### config.mk
export PLATFORM = sky130hd
export DESIGN_NAME = uart_rx
export DESIGN_NICKNAME = d
export VERILOG_FILES = /design/src/rtl/uart_pkg.sv /design/src/rtl/uart_rx_sync.sv /design/src/rtl/uart_rx.sv
export SDC_FILE = /design/constraint.sdc
export NUM_CORES = 1
export LEC_CHECK = 0
export ABC_AREA = 1
export CAP_MARGIN = 20
export CORE_ASPECT_RATIO = 1.75
export CORE_UTILIZATION = 45
export CTS_CLUSTER_DIAMETER = 30
export DETAILED_ROUTE_END_ITERATION = 6
export GPL_TIMING_DRIVEN = 0
export PLACE_DENSITY = 0.66
export SETUP_SLACK_MARGIN = 0.5
export SLEW_MARGIN = 20
export SYNTH_ARGS = -nofsm -noshare
export SYNTH_HDL_FRONTEND = slang
export SYNTH_SLANG_ARGS = --single-unit
### constraint.sdc
create_clock -name i_clk -period 2 [get_ports i_clk]
set_input_delay 0.3 -clock i_clk [delete_from_list [all_inputs] [get_ports i_clk]]
set_output_delay 0.3 -clock i_clk [all_outputs]
set_load 0.01 [all_outputs]
### src/rtl/uart_pkg.sv
// Shared UART types and constants, used by uart_rx and uart_tx.
package uart_pkg;

    typedef enum logic [2:0] {
        IDLE,
        START,
        DATA,
        STOP,
        BREAK
    } uart_rx_state_t;

    localparam int   UART_DATA_BITS  = 8;
    localparam logic UART_IDLE_LEVEL = 1'b1;

endpackage

### src/rtl/uart_rx_sync.sv
// Two-flop synchronizer for an asynchronous input that idles high;
// both stages reset to the idle level.
module uart_rx_sync
    import uart_pkg::*;
(
    input  logic i_clk,
    input  logic i_rst,
    input  logic i_async,
    output logic o_sync
);

    logic meta_q;
    logic sync_q;

    always_ff @(posedge i_clk) begin
        if (i_rst) begin
            meta_q <= UART_IDLE_LEVEL;
            sync_q <= UART_IDLE_LEVEL;
        end else begin
            meta_q <= i_async;
            sync_q <= meta_q;
        end
    end

    assign o_sync = sync_q;

endmodule

### src/rtl/uart_rx.sv
// 8N1 UART receiver with valid/ready output, framing-error and overrun pulses.
// Define UART_RX_MAJORITY_EN for 2-of-3 majority sampling around each bit centre.
module uart_rx
    import uart_pkg::*;
#(
    parameter int clk_freq_hz = 100000000,
    parameter int baud_rate   = 115200
) (
    input  logic                      i_clk,
    input  logic                      i_rst,
    input  logic                      i_uart_rx,
    output logic [UART_DATA_BITS-1:0] o_data,
    output logic                      o_valid,
    input  logic                      i_ready,
    output logic                      o_frame_err,
    output logic                      o_overrun
);

    localparam int BIT_CYCLES  = clk_freq_hz / baud_rate;
    localparam int HALF_CYCLES = BIT_CYCLES / 2;
    localparam int CNT_W       = $clog2(BIT_CYCLES) + 1;
    localparam int IDX_W       = $clog2(UART_DATA_BITS);

    localparam logic [CNT_W-1:0] BIT_RELOAD  = CNT_W'(BIT_CYCLES - 1);
    localparam logic [CNT_W-1:0] HALF_RELOAD = CNT_W'(HALF_CYCLES - 1);
    localparam logic [IDX_W-1:0] LAST_IDX    = IDX_W'(UART_DATA_BITS - 1);

    if (BIT_CYCLES < 4) begin : gBitCyclesCheck
        $fatal(1, "uart_rx: clk_freq_hz/baud_rate must be at least 4");
    end

    uart_rx_state_t            state_q;
    logic [CNT_W-1:0]          cnt_q;
    logic [IDX_W-1:0]          bitIdx_q;
    logic [UART_DATA_BITS-1:0] shift_q;
    logic [UART_DATA_BITS-1:0] shift_d;
    logic [UART_DATA_BITS-1:0] data_q;
    logic                      valid_q;
    logic                      frameErr_q;
    logic                      overrun_q;
    logic                      rxSync;
    logic                      active;
    logic                      cntZero;
    logic                      sampleEvent;
    logic                      sampleBit;

    uart_rx_sync uSync (
        .i_clk   (i_clk),
        .i_rst   (i_rst),
        .i_async (i_uart_rx),
        .o_sync  (rxSync)
    );

    assign active  = (state_q == START) || (state_q == DATA) || (state_q == STOP);
    assign cntZero = (cnt_q == '0);
    assign shift_d = {sampleBit, shift_q[UART_DATA_BITS-1:1]};

`ifdef UART_RX_MAJORITY_EN
    // Votes over the samples taken one cycle before, at, and one cycle after
    // the bit centre; the decision lands a cycle late but the counter keeps
    // its original cadence, so only the frame end shifts.
    logic early_q;
    logic mid_q;
    logic evalPend_q;

    always_ff @(posedge i_clk) begin
        if (i_rst) begin
            early_q    <= UART_IDLE_LEVEL;
            mid_q      <= UART_IDLE_LEVEL;
            evalPend_q <= 1'b0;
        end else begin
            if (cnt_q == CNT_W'(1)) begin
                early_q <= rxSync;
            end
            if (cntZero) begin
                mid_q <= rxSync;
            end
            evalPend_q <= active && cntZero;
        end
    end

    assign sampleEvent = evalPend_q;
    assign sampleBit   = (early_q & mid_q) | (early_q & rxSync) | (mid_q & rxSync);
`else
    assign sampleEvent = active && cntZero;
    assign sampleBit   = rxSync;
`endif

    always_ff @(posedge i_clk) begin
        if (i_rst) begin
            state_q    <= IDLE;
            cnt_q      <= '0;
            bitIdx_q   <= '0;
            shift_q    <= '0;
            data_q     <= '0;
            valid_q    <= 1'b0;
            frameErr_q <= 1'b0;
            overrun_q  <= 1'b0;
        end else begin
            frameErr_q <= 1'b0;
            overrun_q  <= 1'b0;
            if (valid_q && i_ready) begin
                valid_q <= 1'b0;
            end
            if (active) begin
                cnt_q <= cntZero ? BIT_RELOAD : cnt_q - CNT_W'(1);
            end
            unique case (state_q)
                IDLE: begin
                    if (!rxSync) begin
                        cnt_q   <= HALF_RELOAD;
                        state_q <= START;
                    end
                end
                START: begin
                    if (sampleEvent) begin
                        if (sampleBit) begin
                            state_q <= IDLE;
                        end else begin
                            bitIdx_q <= '0;
                            state_q  <= DATA;
                        end
                    end
                end
                DATA: begin
                    if (sampleEvent) begin
                        shift_q  <= shift_d;
                        bitIdx_q <= bitIdx_q + IDX_W'(1);
                        if (bitIdx_q == LAST_IDX) begin
                            state_q <= STOP;
                        end
                    end
                end
                STOP: begin
                    // Returning to IDLE right away lets a start bit that
                    // directly follows the stop bit be caught without a gap.
                    if (sampleEvent) begin
                        if (sampleBit) begin
                            state_q <= IDLE;
                            if (!valid_q || i_ready) begin
                                data_q  <= shift_q;
                                valid_q <= 1'b1;
                            end else begin
                                overrun_q <= 1'b1;
                            end
                        end else begin
                            frameErr_q <= 1'b1;
                            state_q    <= BREAK;
                        end
                    end
                end
                BREAK: begin
                    if (rxSync) begin
                        state_q <= IDLE;
                    end
                end
                default: state_q <= IDLE;
            endcase
        end
    end

    assign o_data      = data_q;
    assign o_valid     = valid_q;
    assign o_frame_err = frameErr_q;
    assign o_overrun   = overrun_q;

endmodule

* After elaboration in Yosys (flattened, before gate mapping)
Cells that the tools add are included.
** Word-level totals
- Register bits :: 38
- Bits of input ports :: 4
- Output and inout bits :: 11
- Word-level logic and storage cells :: 66
** Operators by class
- $add $sub $neg :: 2
- Eq/ne operators :: 12
- Mux-type cells :: 24
- Bitwise logic cells :: 3
- Reductions and logical operators :: 15
** Operator list (number)
- 11-bit two-way mux :: 4
- 3-bit two-way mux :: 10
- 3-bit case mux with 5 select lines :: 1
- 11-bit zero test :: 1
- 11-bit by 1-bit subtractor with 11-bit output, second input constant :: 1
- 2-bit != test, second input constant :: 5
- 4-bit AND reduction :: 2
- 1-bit two-way mux :: 7
- 3-bit by 2-bit equality test with 1-bit output, second input constant :: 2
- 3-bit equality test, second input constant :: 2
- 3-bit case mux with 2 select lines :: 1
- 6-bit AND reduction :: 1
- 2-bit by 1-bit != test with 1-bit output, second input constant :: 2
- 4-bit OR reduction :: 1
- 3-bit by 1-bit adder with 3-bit output, second input constant :: 1
- 3-bit by 1-bit equality test with 1-bit output, second input constant :: 1
- 3-bit zero test :: 1
- 1-bit logical OR :: 3
- 1-bit inverter :: 3
- 3-bit OR reduction :: 1
- 1-bit logical AND :: 2
- 2-bit two-way mux :: 1
- 2-bit AND reduction :: 1
- 2-bit nonzero test :: 1
- 1-bit zero test :: 1

* Logic depth before layout (Yosys ltp)
- Depth in word-level cells :: 6
- Depth in mapped cells :: 10
- Mapped depth without buffers :: 10

* Modules after synthesis
From an unflattened synthesis, not the netlist that was laid out.
** Unflattened totals
- Cell total of the unflattened synthesis :: 257
- Area total of the unflattened synthesis :: 1788.0 um^2
** Modules (own cells, without submodules)
- uart_rx :: instances 1, cells an instance 250, area each 1729.2 um^2, sequential area each 720.7 um^2
- uart_rx_sync :: instances 1, cells an instance 7, area each 58.8 um^2, sequential area each 40.0 um^2

* Worst setup path after synthesis
No wires, ideal clock.
- Path kind :: reg2reg
- Start point :: register cnt_q[0]
- End point :: register shift_q[0]
- Setup time :: 0.116 ns
- Data arrival time :: 1.370 ns
- Data required time :: 1.884 ns
- Setup slack :: 0.514 ns
- Cell stages (with the launch flop) :: 10
- Path buffers :: 0
- Clock period less this slack :: 1.486 ns
- Cell sequence :: dfxtp_1 > inv_1 > ha_1 > nand2_1 > nor2_4 > nand3_4 > nor2_4 > inv_2 > nor2_1 > nor2_1
** On the way
- Cells in the longest elaborated chain, start to end :: 3
** Ends and longest elaborated chain
- start, declared :: line uart_rx.sv:33 : logic [CNT_W-1:0] cnt_q;
- start signal, assigned :: line uart_rx.sv:106 : cnt_q <= cntZero ? BIT_RELOAD : cnt_q - CNT_W'(1);
- 11-bit zero test :: line uart_rx.sv:55 : assign cntZero = (cnt_q == '0);
- 1-bit logical AND :: line uart_rx.sv:85 : assign sampleEvent = active && cntZero;
- 2-bit AND reduction (no source line)
- end signal, assigned :: line uart_rx.sv:127 : shift_q <= shift_d;
- end, declared :: line uart_rx.sv:35 : logic [UART_DATA_BITS-1:0] shift_q;
Every way passes these cells.
A chain may end at the register's enable or synchronous reset.

* Worst setup path in the final report
- Start point :: register data_q[7], in the netlist o_data[7]
- End point :: output port o_data[7]
** RTL lines
- start, declared :: line uart_rx.sv:37 : logic [UART_DATA_BITS-1:0] data_q;
- start signal, assigned :: line uart_rx.sv:141 : data_q <= shift_q;
- end, declared :: line uart_rx.sv:12 : output logic [UART_DATA_BITS-1:0] o_data,
No word-level cell between the ends.

==> results_dict.tcl <==
set metrics [dict create \
    synth_cell_type_count 21 \
    cts_num_sinks 38 \
    n_antenna_cell 0 \
    yosysTopAreaCell "dfxtp_1" \
    setup_viol 0 \
    start_util_pct 46.93 \
    setup_tns_ns 0 \
    clock-root-buffer "clkbuf_8" \
    grt_usage_pct 20.85 \
    drive_gt1_share_pct 20.79 \
    wl_per_cell_um 12.06 \
    path_delay_family "buffers and inverters" \
    remaining_drc_errors 0 \
    outcome "complete, no violations" \
    io_pins 15 \
    synthMuxAreaShare_pct 0 \
    fp.dieW_um 48.50 \
    viasPerCell 4.905 \
    slowest_stage "clkdlybuf4s50_1" \
    grt_antenna_before_repair 0 \
    ys_ff_latch 38 \
    fin_nets 285 \
    grt_pass1_wl_um 6506 \
    grt_max_degree 12 \
    hold_path_class "reg -> reg" \
    drt_iter0_markers 43 \
    final_cell_mix "nor2_1, dfxtp_1, nand2_1" \
    max_stage_delay_ns 0.54 \
    htreeDepth 2 \
    dp_cells 303 \
    finalCritPeriodShare_pct 73.98 \
    syn_inst 243 \
    synth-simple-area-share_pct 33.73 \
    relSlewSlack_pct 69.75 \
    mostFrequentLayoutCell "nor2_1" \
    ys_seq_area_share_pct 44.67 \
    tightest_slew_ns 0.4537 \
    hold_slack_ns 0.4183 \
    area_growth_pct 29.68 \
    std_cell_rows 29 \
    crit_path_end_kind "output port" \
    synth_compound_area_share_pct 10.29 \
    grt_pass1_vias 1574 \
    crit_required_ns 1.70 \
    crit_type "reg -> out" \
    clkTransAtPathRegs_ns 0.07 \
    synth_top_area_share_pct 44.67 \
    cp_max_fo 2 \
    dieArea_um2 4044 \
    critPathBufInv 1 \
    cts_buffer_depth 2 \
    cap_viol_max_count 0 \
    routed_wl_um 3919 \
    synthAdderAreaFrac_pct 2.204 \
    via_count 1594 \
    overflow 0 \
    leakagePower_nw 1.047 \
    syn_area_um2 1703 \
    synth_top_family_by_area "simple AND/OR/NAND/NOR gates" \
    hold_viol 0 \
    hold_buffers 0 \
    fin_util_pct 60.86 \
    synth.area.top_cells "dfxtp_1, nor2_1, o21ai_0" \
    rsz0062_at_grt "yes" \
    max_freq_ghz 0.6758 \
    place.gp.congestion 0.7957 \
    ir_drop_mv 1.045 \
    n_fill_cell 343 \
    synth_fp_nets 250 \
    fin_crit_ns 1.480 \
    clock_latency_ns 0.29 \
    synth_xor_area_share_pct 1.543 \
    crit_path_cell_trace "clkdlybuf4s50_1" \
    crit_arrival_ns 1.18 \
    power_density_nw_per_um2 1468 \
    cts_tree "built" \
    ys_warn_count 0 \
    fin_skew_ns 0.005449 \
    cts_inserted_buffers 5 \
    port_buffers 14 \
    synth.avg_cell_area_um2 7.008 \
    drt-pass1-iter-count 4 \
    core_um2 3628 \
    ant_nets 0 \
    final_cell_count_no_fill 325 \
    cp-start-kind "flop" \
    die_y_um 83.38 \
    maxSlewViolCount 0 \
    dp_hpwl_um 2772 \
]
## where the power goes
group	switching (mW)	leakage (nW)	total (mW)	internal, mW
Sequential	0.128	0.310	1.04	0.907
Combinational	1.05	0.689	1.68	0.636
Clock	0.249	0.0482	0.526	0.278
## cells by family (layout without fill, tap and decap cells)
logic type | Yosys count | count (layout)
AND/OR/NAND/NOR | 131 | 131
flip-flops | 38 | 38
AO/OA/AOI/OAI | 34 | 34
buffers and inverters | 34 | 70
adder cells (fa/ha/maj) | 3 | 3
XOR/XNOR | 3 | 3
## final timing paths
path,start,to,slack [ns],cells after the start
max reg2reg,cnt_q[2],shift_q[1],0.54,8
max,o_data[7],o_data[7],0.52,1
min reg2reg,uSync.meta_q,uSync.o_sync,0.42,1
min,uSync.meta_q,uSync.o_sync,0.42,1
## cells in the mapped netlist
cell and number:
nor2_1 68, dfxtp_1 38, nand2_1 32, inv_1 27
o21ai_0 26, nand3_1 14, a21oi_1 6, inv_2 4
nand4_1 4, ha_1 3, nor2_4 3, nor3_1 3
xor2_1 3, clkbuf_1 2, nand2_2 2, nor2_2 2
or2_2 2, a21boi_0 1, buf_2 1, nand3_4 1
o211ai_1 1
## layer usage
| metal | part of all wire (%) | track usage [%] |
|---|---|---|
| met3 | 2.1 | 3.846 |
| met5 | 0 | 0 |
| met1 | 36 | 18.06 |
| met4 | 2.4 | 9.091 |
| met2 | 59 | 43.41 |
## stage by stage
| stage | instance area, um^2 | power, mW | setup slack (ns) |
|---|---|---|---|
| global placement | 1901 | 2.302 | 0.1808 |
| finish | 2208 | 3.243 | 0.5203 |
| CTS | 2079 | 2.966 | 0.5093 |
| floorplan | 1703 | 2.047 | 0.5145 |
| detailed placement | 1901 | 2.321 | 0.1808 |
| global route | 2208 | 3.513 | 0.4593 |
## area by class of cell
cell class	instances	area, um^2	share of cell area [%]
plain buffers	3	12.51	0.5666
clock buffers	7	86.33	3.909
clock inverters	1	5.005	0.2266
inverters	31	118.9	5.382
multi-input cells	171	897.1	40.62
flip-flops and latches	38	764.5	34.62
well taps	46	57.56	2.606
repair buffers	28	266.5	12.07
## registers in the layout, summed over array words and instances (netlist names)
register / count
uSync.o_sync: 1
bitIdx_q: 3
cnt_q: 11
o_overrun: 1
o_data: 8
o_frame_err: 1
shift_q: 8
uSync.meta_q: 1
state_q: 3
o_valid: 1
## what timing repair did
item	4_1_cts	5_1_grt
cloned	0	0
resized for setup	10	26
buffers inserted	6	8
endpoints found under the setup margin	25	30
pin swaps	4	12
(Power assumes the default switching activity.)
